===== src/rtl/uart_tx_serializer.sv =====
// UART transmitter: byte-wide valid/ready write port into a small circular FIFO,
// drained by an FSM that serializes 8N1 / 8E1 frames LSB first onto a registered tx_o.
module uart_tx_serializer #(
  parameter int FIFO_DEPTH = 8,
  parameter int DIV_WIDTH  = 16
) (
  input  logic                          clk,
  input  logic                          rst_n,
  input  logic [DIV_WIDTH-1:0]          cfg_div_i,
  input  logic                          cfg_parity_en_i,
  input  logic                          tx_valid_i,
  input  logic [7:0]                    tx_data_i,
  output logic                          tx_ready_o,
  output logic                          tx_o,
  output logic                          busy_o,
  output logic [$clog2(FIFO_DEPTH):0]   fifo_level_o
);

  localparam int AW = $clog2(FIFO_DEPTH);
  localparam logic [AW:0] DEPTH_L = FIFO_DEPTH[AW:0];

  typedef enum logic [2:0] {IDLE, START, DATA, PARITY, STOP} state_e;

  logic [7:0]           mem_q [FIFO_DEPTH];
  logic [AW:0]          wr_ptr_q, rd_ptr_q, level;
  logic                 full, empty, push, pop;
  logic [7:0]           head;

  state_e               state_q, state_d;
  logic [DIV_WIDTH-1:0] cnt_q, cnt_d, div_q, div_d;
  logic [7:0]           shift_q, shift_d;
  logic [2:0]           bit_idx_q, bit_idx_d;
  logic                 par_en_q, par_en_d, par_q, par_d, tx_q, tx_d;

  // Pointers carry one extra bit so full and empty are distinguishable.
  assign level = wr_ptr_q - rd_ptr_q;
  assign full  = (level == DEPTH_L);
  assign empty = (wr_ptr_q == rd_ptr_q);
  assign push  = tx_valid_i && !full;
  assign head  = mem_q[rd_ptr_q[AW-1:0]];

  always_ff @(posedge clk) begin
    if (!rst_n) begin
      wr_ptr_q <= '0;
      rd_ptr_q <= '0;
    end else begin
      if (push) wr_ptr_q <= wr_ptr_q + 1'b1;
      if (pop)  rd_ptr_q <= rd_ptr_q + 1'b1;
    end
  end

  always_ff @(posedge clk) begin
    if (push) mem_q[wr_ptr_q[AW-1:0]] <= tx_data_i;
  end

  always_comb begin
    state_d   = state_q;
    cnt_d     = cnt_q;
    div_d     = div_q;
    shift_d   = shift_q;
    bit_idx_d = bit_idx_q;
    par_en_d  = par_en_q;
    par_d     = par_q;
    tx_d      = tx_q;
    pop       = 1'b0;
    if (state_q == IDLE) begin
      pop = !empty;
    end else if (cnt_q != '0) begin
      cnt_d = cnt_q - DIV_WIDTH'(1);
    end else begin
      cnt_d = div_q;
      unique case (state_q)
        START: begin
          state_d = DATA;
          tx_d    = shift_q[0];
        end
        DATA: begin
          if (bit_idx_q == 3'd7) begin
            state_d = par_en_q ? PARITY : STOP;
            tx_d    = par_en_q ? par_q : 1'b1;
          end else begin
            shift_d   = {1'b0, shift_q[7:1]};
            bit_idx_d = bit_idx_q + 3'd1;
            tx_d      = shift_q[1];
          end
        end
        PARITY: begin
          state_d = STOP;
          tx_d    = 1'b1;
        end
        default: begin
          // End of stop bit: chain straight into the next queued byte.
          state_d = IDLE;
          tx_d    = 1'b1;
          pop     = !empty;
        end
      endcase
    end
    if (pop) begin
      state_d   = START;
      tx_d      = 1'b0;
      shift_d   = head;
      par_d     = ^head;
      div_d     = cfg_div_i;
      cnt_d     = cfg_div_i;
      par_en_d  = cfg_parity_en_i;
      bit_idx_d = 3'd0;
    end
  end

  always_ff @(posedge clk) begin
    if (!rst_n) begin
      state_q   <= IDLE;
      cnt_q     <= '0;
      bit_idx_q <= 3'd0;
      par_en_q  <= 1'b0;
      tx_q      <= 1'b1;
    end else begin
      state_q   <= state_d;
      cnt_q     <= cnt_d;
      bit_idx_q <= bit_idx_d;
      par_en_q  <= par_en_d;
      tx_q      <= tx_d;
    end
  end

  always_ff @(posedge clk) begin
    div_q   <= div_d;
    shift_q <= shift_d;
    par_q   <= par_d;
  end

  assign tx_ready_o   = !full;
  assign tx_o         = tx_q;
  assign busy_o       = (state_q != IDLE) || !empty;
  assign fifo_level_o = level;

endmodule


===== config.mk =====
export PLATFORM = sky130hd
export DESIGN_NAME = uart_tx_serializer
export DESIGN_NICKNAME = d
export VERILOG_FILES = /design/src/rtl/uart_tx_serializer.sv
export SDC_FILE = /design/constraint.sdc
export NUM_CORES = 1
export LEC_CHECK = 0
export BUFFER_PORTS_ARGS = -buffer_cell sky130_fd_sc_hd__buf_2
export CAP_MARGIN = 10
export CORE_MARGIN = 5
export CORE_UTILIZATION = 30
export DETAILED_ROUTE_END_ITERATION = 8
export HOLD_SLACK_MARGIN = 0.15
export SETUP_SLACK_MARGIN = 0.2
export SYNTH_ARGS = -nofsm -noshare
export SYNTH_HDL_FRONTEND = slang
export SYNTH_SLANG_ARGS = --single-unit

===== constraint.sdc =====
create_clock -name clk -period 2.65 [get_ports clk]
set_input_delay 0.53 -clock clk [delete_from_list [all_inputs] [get_ports clk]]
set_output_delay 0.53 -clock clk [all_outputs]
set_load 0.1 [all_outputs]

After elaboration in Yosys (flattened, before gate mapping)
Memory sizes are Yosys's and may differ from the RTL's. A register that Yosys moved wholly into a read port is not among the register bits.
Cells that the tools add are included.
{ "totals": {"ram_bits": 64, "rom_bits": 0, "n_memories": 1, "input_bits": 28, "ff_bits": 57, "latchBits": 0, "word_cells": 75, "out_inout_bits": 7} }
{ "classes": {"bitwise_logic": 4, "n_reduce_logical": 16, "n_addsub": 5, "n_div": 0, "muxes": 27, "shift": 0, "order_cmp": 0, "eq_ne": 11, "n_mul": 0} }
{ "mem_list": {"columns": ["memory", "depth", "width", "read_ports", "rd_clocked_by_memory_dff", "wr", "line_no", "text"], "rows": [
  ["mem_q", 8, 8, 1, 1, 1, "24", "logic [7:0] mem_q [FIFO_DEPTH];"]
]} }
{ "op_table": {"columns": ["cell", "n"], "rows": [
  ["16-bit two-way mux", 3],
  ["8-bit two-way mux", 5],
  ["16-bit nonzero test", 1],
  ["16-bit by 1-bit subtractor with 16-bit output, second input constant", 1],
  ["1-bit two-way mux", 13],
  ["3-bit two-way mux", 4],
  ["3-bit one-hot mux with 3 select lines", 1],
  ["4-bit by 1-bit adder with 4-bit output, second input constant", 2],
  ["2-bit inequality test, second input constant", 4],
  ["4-bit AND reduction", 2],
  ["8-bit XOR reduction", 1],
  ["3-bit by 2-bit == test with 1-bit output, second input constant", 2],
  ["3-bit AND reduction", 2],
  ["4-bit == test", 1],
  ["4-bit == test, second input constant", 1],
  ["1-bit NOT", 4],
  ["4-bit subtractor", 1],
  ["3-bit by 1-bit adder with 3-bit output, second input constant", 1],
  ["3-bit by 1-bit == test with 1-bit output, second input constant", 1],
  ["3-bit == test, second input constant", 1],
  ["3-bit logical NOT", 1],
  ["3-bit inequality test, second input constant", 1],
  ["3-bit nonzero test", 1],
  ["3-bit OR reduction", 1],
  ["7 further kinds", 8]
]} }

Longest topological paths before layout
{ "logic_depth": {"word_depth": 7, "ltp_mapped": 11, "depth_no_buf": 9} }

Least setup slack after synthesis
OpenSTA, ideal clock, no wires.
{ "synth_timing": {"kind": "reg2out", "start": "register rd_ptr_q[1]", "end": "output fifo_level_o[3]", "t_arrival_ps": 2411, "required_ps": 2120, "stages_incl_launch_ff": 7, "path_slack_ps": -291, "path_buffers": 0, "path_cell_list": "dfxtp_1 inv_1 ha_1 nor2b_1 o21ai_0 a21oi_1 nor2_1"} }
{ "synth_between": {"elab_chain_len": 1} }
{ "synth_rtl": {"columns": ["item", "line_no", "text"], "rows": [
  ["from (decl)", "25", "logic [AW:0] wr_ptr_q, rd_ptr_q, level;"],
  ["from (signal assigned)", "48", "if (pop) rd_ptr_q <= rd_ptr_q + 1'b1;"],
  ["4-bit subtractor", "36", "assign level = wr_ptr_q - rd_ptr_q;"],
  ["to (decl)", "16", "output logic [$clog2(FIFO_DEPTH):0] fifo_level_o"]
]} }
No other way between the ends.

Worst setup path after layout
{ "layout_timing": {"start": "register wr_ptr_q[0]", "end": "output tx_ready_o"} }
{ "layout_between": {"elab_chain_len": 3} }
{ "layout_rtl": {"columns": ["item", "line_no", "text"], "rows": [
  ["from (decl)", "25", null],
  ["from (signal assigned)", "47", "if (push) wr_ptr_q <= wr_ptr_q + 1'b1;"],
  ["4-bit subtractor", "36", null],
  ["4-bit == test", "37", "assign full = (level == DEPTH_L);"],
  ["1-bit logical NOT", "133", "assign tx_ready_o = !full;"],
  ["to (decl)", "13", "output logic tx_ready_o,"]
]} }
No other way between the ends.

==> results by stage <==
Yosys:
- The register area share after synthesis is 60.1%.
- Counting flops and latches in the post-synthesis netlist gives 124.
- The multiplexer share of the synthesized area is 8.39%.
- The synthesized-area fraction occupied by ao, oa, aoi and oai cells is 10.8%.
- The mean instance size in the synthesized netlist is 12.6 µm².
- Of the total synthesized cell area, the portion taken by full adders, half adders and majority gates is 2.36%.
- The number of synthesized flops with an enable pin is 89.
- The xor-xnor portion of the synthesized cell area is 4.06%.
- After synthesis, the largest family of logic cells by area is simple AND/OR/NAND/NOR gates.
- The most used flip-flop cell after synthesis is edfxtp_1.
- The net count after synthesis is 484.
- The cell count after synthesis is 446.
- The number of warning messages in the yosys log is 0.
- Yosys mapped the design onto 54 distinct sky130hd cell types.
- The area of the mapped netlist is 0.00561 mm².
- The basic-gate share of the synthesized area counting and, or, nand and nor cells is 11.4%.
- The proportion of synthesized flip-flops having asynchronous set or reset is 0%.

Critical path:
- The critical path data required time is 2120 ps.
- Of all nets on the critical path, the largest fanout is 2.
- Broken down by cell family, the worst path's largest delay share belongs to adder cells.
- The signal on the critical path passes through inv_2, ha_4, fa_2, nand3_2, or3_4, buf_12.
- The delay contributed by the slowest stage of the critical path is 550 ps.
- By startpoint and endpoint, the worst setup path is classified as register to output port.
- STA classifies the critical path startpoint as a register.
- At the worst endpoint, the arrival time is 2130 ps.
- The buffering stage count on the worst path with inverters included is 2.
- The critical path endpoint category is an output port.
- The worst-path cell with the longest stage delay is fa_2.

Floorplanning:
- The floorplan row count is 50.
- The effective utilization at floorplan is 30.2%.
- The floorplan die area is 0.0215 mm².
- The die is 147 µm tall.
- The top-level I/O count is 35.
- The die width is 147 µm.
- The core region is 0.0186 mm².

Global routing:
- Global routing finished with a remaining overflow of 0.
- The global-route wire length before repair is 20500 µm.
- The number of antenna violations at the first check in global routing was 0.
- Entering global routing, the biggest net connects 31 pins.
- The via count of the first global-routing pass is 4017.
- Global routing consumed, over all layers together, 12.1% of the routing resources.

Cells and area:
- 0 antenna diodes ended up in the layout.
- Cells with a size suffix above 1 make up 28.6% of the layout.
- In the final design database the tool counted 552 nets.
- The layout filler cell count is 1745.
- Relative to the synthesized area, the layout overhead comes to 25.4%.

Placement:
- In this run the tool buffered the top-level ports with 34 buffer cells.
- The routability congestion estimate from global placement is 0.792.
- The detailed placement HPWL is 8370 µm.
- OpenSTA, run right after detailed placement, puts the worst setup slack at 24.0 ps.

Drt:
- The DRC violations left is 0.
- The length of the first detailed-routing pass in iterations is 6.
- The number of routed nets with antenna violations is 0.
- The routed via count divided by cell count is 5.11.
- The via count is 3871.
- After the first detailed-routing iteration, the DRC count stood at 264.
- The final routed wirelength across all metal layers is 12700 µm.
- Dividing the detail-routed wire length by the instance count gives 16.8 µm.

STA:
- The normalized max-slew margin is 64.0%.
- The number of pins with negative max-slew slack in the final report was 0.
- Once routing completed, OpenROAD measured the worst setup slack at -12.5 ps.
- The clock arrives with 5.23 ps of skew.
- The final number of hold-violating endpoints is 0.
- The worst hold slack across all endpoints is 301 ps.
- The number of setup violations in the final report is 1.
- The final setup TNS is -12.5 ps.
- The smallest clock period supported by the final layout is computed as 2660 ps.
- The actual transition at the worst max-transition pin is 540 ps.
- After layout, the worst path uses 100% of the clock period.
- Timing would allow up to 376 MHz.
- Setup repair after global routing could not meet its margin everywhere.

Flow run:
- Max-cap violations in this run came to 0.

Outcome:
- The checks that failed: setup timing.
- The flow ran to the end, but the final reports show violations.

Clock network:
- The H-tree depth reported by CTS is 4.
- The number of clock buffers added by TritonCTS is 17.
- CTS placed an instance of clkbuf_16 at the clock tree root.
- The clock-pin transition on the worst setup and hold timing paths is 60 ps.
- The number of clock sinks is 124.
- TritonCTS built the clock tree.
- The clock passes through at most 2 buffers.
- The source-to-sink clock delay at the later pin of the worst-skew pair is 420 ps.

Hold path:
- In this run the worst hold path is classified as primary input to register.
-- flip-flops by register name (all words and copies together), names as in the netlist, named ones only --
signal     count
bit_idx_q      3
state_q        3
par_en_q       1
mem_q         64
rd_ptr_q       4
par_q          1
div_q         16
shift_q        8
wr_ptr_q       4
cnt_q         16
tx_o           1
-- through the flow --
| step | util [%] | instance area (µm²) | instances |
|---|---|---|---|
| 3_3_place_gp | 33.4 | 6210 | 722 |
| 5_1_grt | 37.9 | 7030 | 758 |
| 3_5_place_dp | 33.4 | 6210 | 722 |
| 2_1_floorplan | - | 5620 | 446 |
| 4_1_cts | 37.3 | 6930 | 755 |
| 6_report | 37.9 | 7030 | 758 |
-- timing repair --
item	CTS	global route
endpoints found under the setup margin	65	55
resized for setup	36	15
hold buffers	0	0
setup buffers	4	3
pin swaps	5	2
-- cells in the final DEF, fill, tap and decap left out, types with 7 or more instances in the layout --
master	instances
edfxtp_1	89
nand2_1	34
buf_4	33
o21ai_0	31
dfxtp_1	31
buf_2	29
mux2i_1	20
a21oi_1	20
nor2_1	19
clkbuf_16	17
xnor2_1	15
mux4_2	12
nor3_1	11
xor2_1	10
inv_1	10
o22ai_1	7
a31oi_1	7
-- worst paths after layout --
kind,cells after the start,end,startpoint,slack [ps]
hold reg to reg,2,par_en_q,par_en_q,510
setup reg to reg,11,mem_q[2][2],wr_ptr_q[0],150
setup / recovery,6,tx_ready_o,wr_ptr_q[0],-10
hold / removal,1,div_q[5],cfg_div_i[5],300
-- final cells by class --
| class | count | area, µm² | share of cell area, % |
|---|---|---|---|
| tap | 234 | 293 | 4.16 |
| timing repair buffer | 71 | 529 | 7.53 |
| clock inverter | 12 | 126 | 1.80 |
| sequential | 124 | 3380 | 48.0 |
| multi-input combinational | 285 | 2220 | 31.6 |
| inverter | 15 | 61.3 | 0.872 |
| clock buffer | 17 | 425 | 6.05 |
-- routing by layer --
layer	wire, µm	part of all wire, %	track usage [%]
met1	5460	43	14.7
met2	6340	50	20.4
met3	642	5.0	2.99
met4	277	2.2	5.83
met5	0	0	0
-- synthesized netlist by cell type, drive strengths merged, types with 4 or more instances --
cell type | instances | area share, %
a31oi | 7 | 0.78
nand3 | 9 | 0.89
o221a | 5 | 1.0
nand2b | 4 | 0.45
nor2 | 22 | 1.5
ha | 9 | 2.0
or3 | 4 | 0.45
edfxtp | 89 | 48
o22ai | 7 | 0.78
nand2 | 34 | 2.3
xor2 | 11 | 1.7
inv | 15 | 1.0
nor3b | 4 | 0.54
a21oi | 21 | 1.9
buf | 9 | 1.0
o21ai | 33 | 2.9
clkbuf | 13 | 0.87
nor3 | 15 | 1.4
dfxtp | 35 | 12
mux2i | 20 | 3.6
and2 | 6 | 0.67
mux4 | 12 | 4.8
nor2b | 5 | 0.56
xnor2 | 15 | 2.3
-- worst reg2reg max path: stages, from the launching register on --
cell	delay [ps]
dfxtp_2	330
inv_2	50
ha_4	170
fa_2	550
nand3_2	80
buf_4	140
buf_4	130
o31a_1	260
nand2b_1	160
buf_6	130
nor3_1	40
buf_4	190
-- cell families after synthesis --
logic type                 after synthesis
DFF                                    124
xor gates and xnor gates                26
AOI/OAI and AO/OA                       96
and+or+nand+nor                        121
buffers and inverters                   37
muxes                                   32
adders and majority gates               10
Power is left out: the tool's default activity adds up to more than one toggle a clock period on the data nets, which glitch-free logic cannot reach.
